File: src/rtl/sdram_port_arbiter_if.sv
// rtl/sdram_port_arbiter_if.sv - toggle-handshake SDRAM port bundle (master = arbiter, slave = memory)
//   mem_req  master->slave  request toggle
//   mem_ack  slave->master  acknowledge toggle (memory clock domain)
//   mem_a    master->slave  byte address
//   mem_we   master->slave  1 = write
//   mem_ds   master->slave  byte enables
//   mem_d    master->slave  write data
//   mem_q    slave->master  read data
interface sdram_port_arbiter_if;
    logic        mem_req;
    logic        mem_ack;
    logic [24:0] mem_a;
    logic        mem_we;
    logic [1:0]  mem_ds;
    logic [15:0] mem_d;
    logic [15:0] mem_q;

    modport master (
        output mem_req, mem_a, mem_we, mem_ds, mem_d,
        input  mem_ack, mem_q
    );

    modport slave (
        input  mem_req, mem_a, mem_we, mem_ds, mem_d,
        output mem_ack, mem_q
    );
endinterface

File: src/rtl/sdram_port_arbiter.sv
// rtl/sdram_port_arbiter.sv - shares one toggle-handshake SDRAM port between the CPU RAM bus and the ioctl download
//   clk_24, reset       clock, synchronous active-high reset
//   cpu_ad/d/cs/oe/we   CPU RAM bus (level strobes), cpu_q read data, cpu_busy access pending/in flight
//   dl_active/wr/addr/data  download byte stream, dl_overflow sticky drop flag
//   mem                 SDRAM port (master side), acknowledge arrives from the memory clock domain
module sdram_port_arbiter #(
    parameter logic [24:0] DL_BASE  = 25'h0010000,
    parameter int          ACK_SYNC = 2
) (
    input  logic                 clk_24,
    input  logic                 reset,
    input  logic [15:0]          cpu_ad,
    input  logic [7:0]           cpu_d,
    input  logic                 cpu_cs,
    input  logic                 cpu_oe,
    input  logic                 cpu_we,
    output logic [7:0]           cpu_q,
    output logic                 cpu_busy,
    input  logic                 dl_active,
    input  logic                 dl_wr,
    input  logic [24:0]          dl_addr,
    input  logic [7:0]           dl_data,
    output logic                 dl_overflow,
    sdram_port_arbiter_if.master mem
);

    typedef enum logic [1:0] {S_IDLE, S_ISSUE, S_WAIT} state_t;

    state_t state;

    // ack synchronizer; deliberately not reset so mem_req can be realigned to it during reset
    logic [ACK_SYNC-1:0] ack_sync;
    logic                ack_s;

    always_ff @(posedge clk_24) begin
        ack_sync <= {ack_sync[ACK_SYNC-2:0], mem.mem_ack};
    end

    assign ack_s = ack_sync[ACK_SYNC-1];

    // registered port outputs
    logic        mem_req_r;
    logic [24:0] mem_a_r;
    logic        mem_we_r;
    logic [1:0]  mem_ds_r;
    logic [15:0] mem_d_r;

    assign mem.mem_req = mem_req_r;
    assign mem.mem_a   = mem_a_r;
    assign mem.mem_we  = mem_we_r;
    assign mem.mem_ds  = mem_ds_r;
    assign mem.mem_d   = mem_d_r;

    // CPU start detection
    logic        rd_prev, wr_prev, dl_wr_prev;
    logic [15:0] ad_prev;
    logic        rd_lvl, wr_lvl, cpu_start;

    assign rd_lvl    = cpu_cs & cpu_oe;
    assign wr_lvl    = cpu_cs & cpu_we;
    assign cpu_start = (rd_lvl & ~rd_prev) | (wr_lvl & ~wr_prev) |
                       (rd_lvl & rd_prev & (cpu_ad != ad_prev));

    // CPU pending slot (single entry, last start wins until it is granted)
    logic        cpu_pend, cpu_infl;
    logic [15:0] cpu_pa;
    logic [7:0]  cpu_pd;
    logic        cpu_pwe;

    // download FIFO, two entries
    logic [24:0] fifo_addr [2];
    logic [7:0]  fifo_data [2];
    logic        wr_ptr, rd_ptr;
    logic [1:0]  fifo_count;
    logic        dl_push_req, push_ok, dl_pop;
    logic [24:0] head_addr;
    logic [7:0]  head_data;

    assign dl_push_req = dl_wr & ~dl_wr_prev & dl_active;
    assign push_ok     = dl_push_req & (fifo_count != 2'd2);
    assign head_addr   = fifo_addr[rd_ptr];
    assign head_data   = fifo_data[rd_ptr];

    // arbitration
    logic port_idle, owner_dl, addr0;
    logic grant_cpu, grant_dl, cpu_done;

    assign port_idle = (ack_s == mem_req_r);
    // a full FIFO wins one grant over a pending CPU access so downloads cannot be starved
    assign grant_cpu = (state == S_IDLE) & port_idle & cpu_pend & (fifo_count != 2'd2);
    assign grant_dl  = (state == S_IDLE) & port_idle & ~grant_cpu & (fifo_count != 2'd0);
    assign cpu_done  = (state == S_WAIT) & port_idle & ~owner_dl;
    assign dl_pop    = (state == S_WAIT) & port_idle & owner_dl;

    function automatic logic [1:0] write_ds(input logic a0);
        return a0 ? 2'b10 : 2'b01;
    endfunction

    always_ff @(posedge clk_24) begin
        if (reset) begin
            // realign to the synchronized ack: any in-flight access is abandoned silently
            mem_req_r   <= ack_s;
            mem_a_r     <= '0;
            mem_we_r    <= 1'b0;
            mem_ds_r    <= 2'b11;
            mem_d_r     <= '0;
            cpu_q       <= '0;
            cpu_busy    <= 1'b0;
            dl_overflow <= 1'b0;
            state       <= S_IDLE;
            owner_dl    <= 1'b0;
            addr0       <= 1'b0;
            rd_prev     <= 1'b0;
            wr_prev     <= 1'b0;
            dl_wr_prev  <= 1'b0;
            ad_prev     <= '0;
            cpu_pend    <= 1'b0;
            cpu_infl    <= 1'b0;
            cpu_pa      <= '0;
            cpu_pd      <= '0;
            cpu_pwe     <= 1'b0;
            wr_ptr      <= 1'b0;
            rd_ptr      <= 1'b0;
            fifo_count  <= '0;
        end else begin
            rd_prev    <= rd_lvl;
            wr_prev    <= wr_lvl;
            dl_wr_prev <= dl_wr;
            ad_prev    <= cpu_ad;

            // download FIFO
            if (push_ok) begin
                fifo_addr[wr_ptr] <= dl_addr + DL_BASE;
                fifo_data[wr_ptr] <= dl_data;
                wr_ptr            <= ~wr_ptr;
            end else if (dl_push_req) begin
                dl_overflow <= 1'b1;
            end
            if (dl_pop)
                rd_ptr <= ~rd_ptr;
            case ({push_ok, dl_pop})
                2'b10:   fifo_count <= fifo_count + 2'd1;
                2'b01:   fifo_count <= fifo_count - 2'd1;
                default: fifo_count <= fifo_count;
            endcase

            case (state)
                S_IDLE: begin
                    if (grant_cpu) begin
                        mem_a_r  <= {9'b0, cpu_pa};
                        mem_we_r <= cpu_pwe;
                        mem_ds_r <= cpu_pwe ? write_ds(cpu_pa[0]) : 2'b11;
                        mem_d_r  <= {cpu_pd, cpu_pd};
                        owner_dl <= 1'b0;
                        addr0    <= cpu_pa[0];
                        cpu_pend <= 1'b0;
                        cpu_infl <= 1'b1;
                        state    <= S_ISSUE;
                    end else if (grant_dl) begin
                        mem_a_r  <= head_addr;
                        mem_we_r <= 1'b1;
                        mem_ds_r <= write_ds(head_addr[0]);
                        mem_d_r  <= {head_data, head_data};
                        owner_dl <= 1'b1;
                        addr0    <= head_addr[0];
                        state    <= S_ISSUE;
                    end
                end
                S_ISSUE: begin
                    // address/data were loaded a cycle earlier, so they are stable before the toggle
                    mem_req_r <= ~mem_req_r;
                    state     <= S_WAIT;
                end
                S_WAIT: begin
                    if (port_idle) begin
                        if (!owner_dl) begin
                            if (!mem_we_r)
                                cpu_q <= addr0 ? mem.mem_q[15:8] : mem.mem_q[7:0];
                            cpu_infl <= 1'b0;
                        end
                        state <= S_IDLE;
                    end
                end
                default: state <= S_IDLE;
            endcase

            // placed after the FSM so a start in the grant cycle refills the slot
            if (cpu_start) begin
                cpu_pend <= 1'b1;
                cpu_pa   <= cpu_ad;
                cpu_pd   <= cpu_d;
                cpu_pwe  <= cpu_we;
            end

            cpu_busy <= cpu_start | cpu_pend | (cpu_infl & ~cpu_done);
        end
    end

endmodule
File: src/flat_wrapper.sv
// flat-port wrapper written by rule: the top's interface ports become plain ports
module sdram_port_arbiter_flat 
#(
    parameter logic [24:0] DL_BASE  = 25'h0010000,
    parameter int          ACK_SYNC = 2
)
  (clk_24, reset, cpu_ad, cpu_d, cpu_cs, cpu_oe, cpu_we, cpu_q, cpu_busy, dl_active, dl_wr, dl_addr, dl_data, dl_overflow, mem_mem_req, mem_mem_a, mem_mem_we, mem_mem_ds, mem_mem_d, mem_mem_ack, mem_mem_q);
  sdram_port_arbiter_if mem_i ();
  input  logic clk_24;
  input  logic reset;
  input  logic [15:0] cpu_ad;
  input  logic [7:0] cpu_d;
  input  logic cpu_cs;
  input  logic cpu_oe;
  input  logic cpu_we;
  output logic [7:0] cpu_q;
  output logic cpu_busy;
  input  logic dl_active;
  input  logic dl_wr;
  input  logic [24:0] dl_addr;
  input  logic [7:0] dl_data;
  output logic dl_overflow;
  output wire logic [$bits(mem_i.mem_req)-1:0] mem_mem_req;
  output wire logic [$bits(mem_i.mem_a)-1:0] mem_mem_a;
  output wire logic [$bits(mem_i.mem_we)-1:0] mem_mem_we;
  output wire logic [$bits(mem_i.mem_ds)-1:0] mem_mem_ds;
  output wire logic [$bits(mem_i.mem_d)-1:0] mem_mem_d;
  input wire logic [$bits(mem_i.mem_ack)-1:0] mem_mem_ack;
  input wire logic [$bits(mem_i.mem_q)-1:0] mem_mem_q;
  assign mem_mem_req = mem_i.mem_req;
  assign mem_mem_a = mem_i.mem_a;
  assign mem_mem_we = mem_i.mem_we;
  assign mem_mem_ds = mem_i.mem_ds;
  assign mem_mem_d = mem_i.mem_d;
  assign mem_i.mem_ack = mem_mem_ack;
  assign mem_i.mem_q = mem_mem_q;
  sdram_port_arbiter #(.DL_BASE(DL_BASE), .ACK_SYNC(ACK_SYNC)) u_core (.clk_24(clk_24), .reset(reset), .cpu_ad(cpu_ad), .cpu_d(cpu_d), .cpu_cs(cpu_cs), .cpu_oe(cpu_oe), .cpu_we(cpu_we), .cpu_q(cpu_q), .cpu_busy(cpu_busy), .dl_active(dl_active), .dl_wr(dl_wr), .dl_addr(dl_addr), .dl_data(dl_data), .dl_overflow(dl_overflow), .mem(mem_i));
endmodule
File: config.mk
export PLATFORM = sky130hd
export DESIGN_NAME = sdram_port_arbiter_flat
export DESIGN_NICKNAME = d
export VERILOG_FILES = /design/src/rtl/sdram_port_arbiter_if.sv /design/src/rtl/sdram_port_arbiter.sv /design/src/flat_wrapper.sv
export SDC_FILE = /design/constraint.sdc
export NUM_CORES = 1
export LEC_CHECK = 0
export ABC_AREA = 1
export ABC_CLOCK_PERIOD_IN_PS = 10450
export CAP_MARGIN = 15
export CORE_AREA = 2 2 121 169
export CTS_BUF_LIST = sky130_fd_sc_hd__clkbuf_4 sky130_fd_sc_hd__clkbuf_8 sky130_fd_sc_hd__clkbuf_16
export DETAILED_ROUTE_END_ITERATION = 8
export DIE_AREA = 0 0 123 171
export HOLD_SLACK_MARGIN = 0.08
export PLACE_DENSITY = 0.68
export SLEW_MARGIN = 10
export SYNTH_ARGS = -nofsm -noshare
export SYNTH_HDL_FRONTEND = slang
export SYNTH_SLANG_ARGS = --single-unit
File: constraint.sdc
create_clock -name clk_24 -period 10.45 [get_ports clk_24]
set_input_delay 2.09 -clock clk_24 [delete_from_list [all_inputs] [get_ports clk_24]]
set_output_delay 2.09 -clock clk_24 [all_outputs]
set_load 0.02 [all_outputs]
==> After elaboration in Yosys (flattened, before gate mapping) <==
Memories as Yosys holds them, arrays and structs flattened. A register that Yosys moved wholly into a read port is not among the register bits.
Cells that the tools add are included.
Widths: inputs -> output; s select.
{ "word_totals": {"latch_bits": 0, "ram_bits": 66, "mem_count": 2, "mem_bits_ro": 0, "register_bits": 111, "in_bits": 81, "elab_cells": 123, "output_inout_bits": 55} }
{ "classes": {"shifts": 0, "n_reduce_logical": 14, "n_div": 0, "n_lt_le_gt_ge": 0, "n_mux": 36, "mul": 0, "n_eq_ne": 11, "n_bitwise": 33, "addsub": 3} }
{ "mem_list": {"columns": ["name", "depth", "word_bits", "rd", "rd_clocked_by_memory_dff", "write_ports", "line_no", "rtl"], "rows": [
  ["u_core.fifo_addr", 2, 25, 1, 1, 1, "sdram_port_arbiter.sv:71", "logic [24:0] fifo_addr [2];"],
  ["u_core.fifo_data", 2, 8, 1, 1, 1, "sdram_port_arbiter.sv:72", "logic [7:0] fifo_data [2];"]
]} }
{ "op_table": {"columns": ["cell", "count"], "rows": [
  ["$mux 25", 2],
  ["$mux 16", 2],
  ["$add 25x17->25 const B", 1],
  ["$mux 1", 20],
  ["$and 1x1->1", 18],
  ["$mux 2", 8],
  ["$ne 16x16->1", 1],
  ["$reduce_bool 2->1", 7],
  ["$not 1->1", 11],
  ["$mux 8", 1],
  ["$reduce_and 2->1", 4],
  ["$reduce_and 4->1", 2],
  ["$pmux 2 s3", 1],
  ["$eq 2x1->1 const B", 2],
  ["$eq 2x2->1 const B", 2],
  ["$ne 2x1->1 const B", 2],
  ["$ne 2x2->1 const B", 2],
  ["$or 1x1->1", 4],
  ["$pmux 2 s2", 1],
  ["$ne 3x1->1 const B", 1],
  ["$add 2x1->2 const B", 1],
  ["$logic_not 2->1", 1],
  ["$pmux 1 s2", 1],
  ["$sub 2x1->2 const B", 1],
  ["$eq 1x1->1", 1]
]} }

==> Depth between registers and ports, before layout <==
Gate-level depths: netlist of the first run.
{ "logic_depth": {"ltp_word": 10, "mapped_depth": 12, "ltp_nobuf": 11} }

==> Worst setup path before layout of the first run <==
Ideal clock, no wire load.
{ "synth_path": {"path_kind": "input to register", "from": "input reset", "to": "memory u_core.fifo_addr[1][0] (enable)", "required_time_ps": 9986, "t_arrival_ps": 4768, "path_slack_ps": 5218, "setup_time_ps": 464, "n_path_buf": 2, "stages": 3, "cell_sequence": "clkbuf_1 -> clkbuf_1 -> nor3_1"} }
{ "synth_via": {"elab_chain_len": 2} }
{ "synth_lines": {"columns": ["element", "line_no", "rtl"], "rows": [
  ["start: declaration", "flat_wrapper.sv:10", "input logic reset;"],
  ["$mux 1", "sdram_port_arbiter.sv:100", "if (reset) begin"],
  ["$mux 1 (implied by the code)", "sdram_port_arbiter.sv:133", "fifo_addr[wr_ptr] <= dl_addr + DL_BASE;"],
  ["end: declaration", "sdram_port_arbiter.sv:71", null]
]} }
No other way between the ends.

==> Final worst setup path of the first run <==
{ "layout_path": {"from": "input cpu_ad[12]", "to": "register u_core.cpu_pa[10]"} }
{ "layout_via": {"elab_chain_len": 3} }
{ "layout_lines": {"columns": ["element", "line_no", "rtl"], "rows": [
  ["start: declaration", "flat_wrapper.sv:11", "input logic [15:0] cpu_ad;"],
  ["$ne 16x16->1", "sdram_port_arbiter.sv:62", "(rd_lvl & rd_prev & (cpu_ad != ad_prev));"],
  ["$and 1x1->1", "sdram_port_arbiter.sv:62", null],
  ["$or 1x1->1", "sdram_port_arbiter.sv:61", "assign cpu_start = (rd_lvl & ~rd_prev) | (wr_lvl & ~wr_prev) |"],
  ["end signal: assignment", "sdram_port_arbiter.sv:190", "cpu_pa <= cpu_ad;"],
  ["end: declaration", "sdram_port_arbiter.sv:66", "logic [15:0] cpu_pa;"]
]} }
No other way between the ends.
A chain may end at the register's enable or synchronous reset.

==> key figures, run 1 <==
Timing
  • Final Hold Vio Count: 0
  • Slew Viols, Final: 0
  • Worst slew margin: approximately 27%
  • Hold_ws: roughly 330 ps
  • RSZ-0062 raised after global routing: no
  • Setup Skew: between 10 and 15 ps
  • Final min period: just under 4000 ps
  • FMAX: roughly 0.25 GHz
  • Tcrit/Tclk final: approximately 38%
  • Setup_tns: 0 ps
  • Tightest Pin Transition: about 1100 ps
  • # setup viols final: 0

Outcome
  • Outcome: complete, no violations

Final layout
  • Layout Utilization: 46.16%
  • Final instance area: 0.009090 mm^2
  • Post-layout nets: between 1000 and 1500
  • Layout cells sized above 1: 7.619%
  • Most frequent cells in the layout: nand2_1, clkdlybuf4s50_1, dfxtp_1, nor2_1, inv_1
  • Synthesis-to-finish area growth: 28.13%
  • Commonest non-fill, non-tap cell in the layout: nand2_1

Clock network
  • CTS tree: built
  • Number of post-CTS setup repair buffers: 0
  • Clk_lat worst skew: roughly 420 ps
  • Clock-pin slew on the worst setup and hold paths: 70 ps
  • H-Tree Depth: 4
  • CTS sink cnt: roughly 170
  • Clock buffer depth: 2
  • CTS Hold Bufs: 0
  • Root Buffer: clkbuf_16
  • # resized after CTS: 0
  • Total CTS buffers: 17

Floorplan
  • Row count: 61
  • Initial Utilization: 36.03%
  • Die W: 123 um
  • IO Pins: 136
  • Die height: roughly 170 um
  • Placeable Area: 0.01969 mm^2
  • Die area: approximately 0.021 mm^2

Yosys
  • #FFs+latches synth: about 170
  • Sequential element share of the synthesized area: 57.14%
  • Post-synth net total: roughly 900
  • Area contributors post-synth: dfxtp_1, edfxtp_1, nand2_1
  • Synthesis Warnings: 0
  • Cell count after synthesis: about 820
  • Area leader, netlist: dfxtp_1
  • Synth Area per Inst: roughly 8.6 um^2
  • Distinct cell type count after synthesis: 33
  • Cell Area, Synth: roughly 0.0071 mm^2
  • Yosys top cell area share: between 20 and 30%

Worst setup path
  • Critical Path RT: 10810 ps
  • Critical path's largest stage delay: ~670 ps
  • CP Data Arrival Time: 4310 ps
  • RR Startpoint: u_core.fifo_count[0]$_SDFFE_PP0P_
  • Setup crit end kind: register
  • Worst reg2reg setup slack: 8310 ps
  • CP max stage cell: nand2_2
  • Startpoint class of the critical path: primary input
  • Kind of critical path: primary input to register
  • Crit path launch: cpu_ad[12]
  • CP Cell Sequence: clkdlybuf4s50_1 -> inv_1 -> nand2_1 -> nand2_1 -> nor2_1 -> nand2_1 -> nor2_1 -> nand2_1 -> nand2_2 -> a21oi_1 -> nor2_1
  • Worst R2R Path Depth: 4
  • Most frequent CP cell: nand2_1
  • Highest net fanout along the worst path: between 50 and 60

Min path
  • Worst hold start: u_core.ack_sync[0]$_DFF_P_
  • Hold path cells: 0
  • Worst hold path type: register to register

Power and ir drop
  • Internal power: around 1.1 mW
  • Leak pwr: around 3.6 nW
  • Maximum VDD drop: 0.0001087 V
  • Share of total power in combinational logic: 13.8%
  • Switching power: a little over 400 uW
  • PD cells: about 170 mW/mm^2
  • Seq pwr share: around 48%
  • Clock network power share: 38.5%
  • Sw Ratio: a little over a quarter

Global routing
  • Vias in the first global route: between 5000 and 6000
  • GRT Overall Usage: ~17%
  • Initial antenna violation count: 1
  • Largest net degree at the start of global routing: 62
  • Total gr overflow: 0
  • First-pass GRT wire length: between 20000 and 30000 um

Drt
  • Final wirelength: roughly 17000 um
  • DR DRC count: 0
  • Wire per inst: 14.33 um
  • Vias/cell: between 4 and 5
  • DR iter-0 viols: approximately 310
  • ANT nets after route: 0
  • Vias: ~5600
  • DR pass1 iterations: 4

Placement
  • Gpl congestion: about 0.83
  • Dpl cell area: roughly 0.0085 mm^2
  • Port Buf Inserts: around 140
  • Post-DP HPWL: roughly 11000 um

Job
  • Max-cap viol count: 0
==> cell families after synthesis <==
group / share of synthesized area, %
xor gates and xnor gates: 1.111
buffers and inverters: 8.642
AOI/OAI and AO/OA: 9.700
DFF: 57.14
adders and majority gates: 0.3527
and+or+nand+nor: 23.05
==> synth_stat cells (all sizes together) <==
| cell | number |
|---|---|
| nand2 | 248 |
| dfxtp | 102 |
| nor2 | 84 |
| inv | 79 |
| a21oi | 68 |
| edfxtp | 67 |
| nand3 | 56 |
| buf | 31 |
| o211ai | 23 |
| clkbuf | 18 |
| o21ai | 16 |
| a31oi | 8 |
| nor3 | 5 |
| xnor2 | 5 |
| xor2 | 4 |
| clkinv | 2 |
| ha | 2 |
| nand3b | 1 |
| nand4 | 1 |
| o21a | 1 |
==> power by group through the flow <==
stage          logic (mW)  registers, mW  clock network [mW]
6_report            0.216          0.742               0.601
5_1_grt             0.238          0.745               0.647
4_1_cts             0.219          0.742               0.615
3_5_place_dp        0.218          0.756                   0
3_3_place_gp        0.215          0.756                   0
2_1_floorplan       0.121          0.766                   0
==> per-layer routing <==
metal	global-route usage (%)	vias up	share of wire, %
met5	0	-	0
met4	6.423	0	2.2
met3	3.667	18	4.4
met2	30.15	135	52
met1	18.91	2577	42
li1	-	2873	-
==> sequential cells by signal, indices dropped and copies added, names as in the netlist, 2 cells and up, named ones only <==
register,cells
u_core.cpu_pd,8
u_core.cpu_pa,16
u_core.mem.mem_ds,2
u_core.ack_sync,2
u_core.mem.mem_a,25
u_core.cpu_q,8
u_core.ad_prev,16
u_core.state,2
u_core.fifo_count,2
u_core.fifo_data,16
u_core.fifo_addr,50
u_core.mem.mem_d,8
==> final timing paths <==
check	to
worst max-delay path	u_core.cpu_pa[10]$_SDFFE_PP0P_
worst min-delay path	u_core.ack_sync[1]$_DFF_P_
worst max register to register	u_core.fifo_data[0][3]$_DFFE_PP_
worst min register to register	u_core.ack_sync[1]$_DFF_P_
==> layout make-up <==
type	instances	area, um^2
Antenna cell	1	2.502
Clock buffer	17	425.4
Clock inverter	15	138.9
Fill cell	1927	10600
Inverter	81	311.5
Multi-Input combinational cell	522	2451
Sequential cell	169	4054
Tap cell	252	315.3
Timing Repair Buffer	141	1391
==> metrics by stage <==
| step | cells | power (mW) | setup WS [ps] |
|---|---|---|---|
| floorplan | 821 | 0.8869 | 5218 |
| global placement | 1165 | 0.9707 | 6067 |
| detailed placement | 1165 | 0.9737 | 6072 |
| CTS | 1197 | 1.577 | 6513 |
| global route | 1198 | 1.630 | 6278 |
| finish | 1198 | 1.559 | 6501 |
==> critical path: cells and delay by family <==
family	cells	cell delay (ps)
buffers and inverters	2	640
AND/OR/NAND/NOR	8	1330
AO/OA/AOI/OAI	1	240
(Power assumes the default switching activity.)
==> inputs of run 2 (changes only) <==
Settings changed: ABC_CLOCK_PERIOD_IN_PS 10450 to 3640.
Clock period 10.45 ns to 3.64 ns, I/O delays scaled along.
==> key figures, run 2 (synthesized netlist as in run 1, its figures left out) <==
Outcome
  • Outcome: complete, no violations (unchanged)

Worst setup path
  • Highest net fanout along the worst path: 10 (was 51)
  • Critical Path RT: 2910 ps (was 10810 ps)
  • Worst reg2reg path endpoint: u_core.mem.mem_a[2]$_SDFFE_PP0P_ (was u_core.fifo_data[0][3]$_DFFE_PP_)
  • Worst R2R Path Depth: 8 (was 4)
  • Setup crit end kind: output port (was register)
  • Kind of critical path: register to output port (was primary input to register)
  • Startpoint class of the critical path: register (was primary input)
  • RR Startpoint: u_core.mem.mem_req$_DFFE_PP_ (was u_core.fifo_count[0]$_SDFFE_PP0P_)
  • CP Cell Sequence: clkdlybuf4s50_1 (was clkdlybuf4s50_1 -> inv_1 -> nand2_1 -> nand2_1 -> nor2_1 -> nand2_1 -> nor2_1 -> nand2_1 -> nand2_2 -> a21oi_1 -> nor2_1)
  • CP Data Arrival Time: 1610 ps (was 4310 ps)
  • Family with the most delay on the worst path: buffers and inverters (was simple AND/OR/NAND/NOR gates)
  • Worst path bufs/invs: 1 (was 2)
  • Worst reg2reg setup slack: 1540 ps (was 8310 ps)
  • Critical path's largest stage delay: 670 ps (about the same)
  • CP max stage cell: clkdlybuf4s50_1 (was nand2_2)

Timing
  • Setup WS post-layout: 1297 ps (was 6501 ps)
  • # setup viols final: 0 (unchanged)
  • Tightest Pin Transition: 841.2 ps (was 1093 ps)
  • Tcrit/Tclk final: 64.36%
  • Worst slew margin: 43.86% (was 26.97%)
  • Setup_tns: 0 ps (unchanged)
  • Final min period: roughly 2300 ps
  • RSZ-0062 raised after global routing: no (unchanged)
  • FMAX: between 0.4 and 0.5 GHz
  • Slew Viols, Final: 0 (unchanged)
  • Final Hold Vio Count: 0 (unchanged)
  • Setup Skew: 8.895 ps (was 12.38 ps)

Power and ir drop
  • PD cells: 491.7 mW/mm^2 (was 171.5 mW/mm^2)
  • Clock network power share: 39.0% (was 38.5%)
  • Internal power: 3.350 mW (was 1.146 mW)
  • Maximum VDD drop: 0.0003087 V (was 0.0001087 V)
  • Sw Ratio: 25.83% (was 26.45%)
  • Leak pwr: 3.696 nW (was 3.638 nW)
  • Seq pwr share: 47.1% (was 47.6%)
  • Switching power: 1.167 mW (was 412.2 uW)
  • Share of total power in combinational logic: 13.8% (about the same)

Final layout
  • Post-layout nets: 1018 (was 1015)
  • Synthesis-to-finish area growth: 29.49% (was 28.13%)
  • Largest Register: u_core.fifo_addr (unchanged)
  • Filler instances: 1906 (was 1927)
  • Max reg flops: 50 (unchanged)
  • Commonest non-fill, non-tap cell in the layout: nand2_1 (unchanged)
  • Layout cells sized above 1: 7.911% (was 7.619%)
  • Most frequent cells in the layout: nand2_1, clkdlybuf4s50_1, dfxtp_1, nor2_1, inv_1 (unchanged)

Floorplan
  • Placeable Area: 0.01969 mm^2 (unchanged)
  • Die height: 171 um (unchanged)
  • Die area: 0.02103 mm^2 (unchanged)
  • Die W: 123 um (unchanged)
  • IO Pins: 136 (unchanged)
  • Initial Utilization: 36.03% (unchanged)
  • Row count: 61 (unchanged)

Min path
  • Worst hold path type: register to register (unchanged)
  • Worst hold start: u_core.ack_sync[0]$_DFF_P_ (unchanged)
  • Hold path cells: 0 (unchanged)
  • WHS Endpoint: u_core.ack_sync[1]$_DFF_P_ (unchanged)

Drt
  • Wire per inst: 14.12 um (was 14.33 um)
  • DR iter-0 viols: 337 (was 308)
  • Vias/cell: 4.627 (was 4.677)
  • DR pass1 iterations: 4 (unchanged)
  • Final wirelength: 16960 um (was 17160 um)
  • ANT nets after route: 0 (unchanged)
  • DR DRC count: 0 (unchanged)
  • Vias: 5557 (was 5603)

Clock network
  • # resized after CTS: 0 (unchanged)
  • Number of post-CTS setup repair buffers: 0 (unchanged)
  • H-Tree Depth: 4 (unchanged)
  • Clk_lat worst skew: 420 ps (about the same)
  • CTS tree: built (unchanged)
  • CTS Hold Bufs: 0 (unchanged)
  • CTS sink cnt: 169 (unchanged)
  • Clock-pin slew on the worst setup and hold paths: 60 ps (was 70 ps)
  • Root Buffer: clkbuf_16 (unchanged)
  • Total CTS buffers: 17 (unchanged)
  • Clock buffer depth: 2 (unchanged)

Global routing
  • Vias in the first global route: 5213 (was 5322)
  • Largest net degree at the start of global routing: 55 (was 62)
  • Total gr overflow: 0 (unchanged)
  • GRT Overall Usage: 16.56% (was 16.69%)
  • First-pass GRT wire length: 26770 um (was 26720 um)
  • Initial antenna violation count: 1 (unchanged)

Placement
  • Post-DP HPWL: 11610 um (was 11380 um)
  • Pre-CTS setup slack: 902.5 ps (was 6072 ps)
  • Gpl congestion: 0.8471 (was 0.8292)
  • Port Buf Inserts: 135 (unchanged)

Job
  • Max-cap viol count: 0 (unchanged)
[run 2: cell types whose count changed in the layout (fill, tap and decap cells not counted), moves of 2 or more]
cell / delta
buf_12: +2
clkbuf_16: +2
inv_4: +2
clkbuf_8: +2
inv_6: -4
[run 2: cell type report]
type | instances | area, um^2 | share of cell area (%)
diodes | 1 | 2.502 | 0.02724
clock buffers | 22 | 510.5 | 5.557
repair buffers | 144 | 1459 | 15.88
well taps | 252 | 315.3 | 3.432
multi-input cells | 522 | 2457 | 26.75
flip-flops and latches | 169 | 4054 | 44.13
inverters | 81 | 311.5 | 3.391
clock inverters | 10 | 76.32 | 0.8308
[run 2: stage by stage]
step	power [mW]	cells	cell area, um^2	hold WS, ps	util, %
finish	4.516	1201	9186	331.2	46.65
global route	4.714	1201	9186	347.0	46.65
CTS	4.574	1199	9156	334.7	46.50
detailed placement	2.799	1167	8569	322.9	43.52
global placement	2.790	1167	8569	319.5	43.52
floorplan	2.546	821	7099	309.6	-
[run 2: worst max path at each step]
stage,start,cells past startpoint,slack (ps),endpoint
detailed placement,dl_wr,6,900,u_core.fifo_addr[0][9]$_DFFE_PP_
global placement,cpu_ad[15],13,920,u_core.cpu_pa[15]$_SDFFE_PP0P_
floorplan,reset,3,710,u_core.fifo_addr[0][0]$_DFFE_PP_
global route,cpu_ad[15],13,1130,u_core.cpu_pd[2]$_SDFFE_PP0P_
CTS,u_core.mem.mem_a[0]$_SDFFE_PP0P_,1,1270,mem_mem_a[0]
finish,u_core.mem.mem_a[0]$_SDFFE_PP0P_,1,1300,mem_mem_a[0]
[run 2: power by group through the flow]
stage	Sequential, mW	Clock [mW]	Combinational, mW
after floorplan	2.20	0	0.347
after global placement	2.17	0	0.621
after detailed placement	2.17	0	0.630
after CTS	2.13	1.81	0.632
after global routing	2.14	1.88	0.693
final	2.13	1.76	0.625
[run 2: routing by layer]
metal	vias up	track usage [%]	part of all wire (%)
met5	-	0	0
li1	2888	-	-
met4	0	5.830	1.7
met3	14	3.467	4.8
met2	130	29.11	52
met1	2525	19.81	42
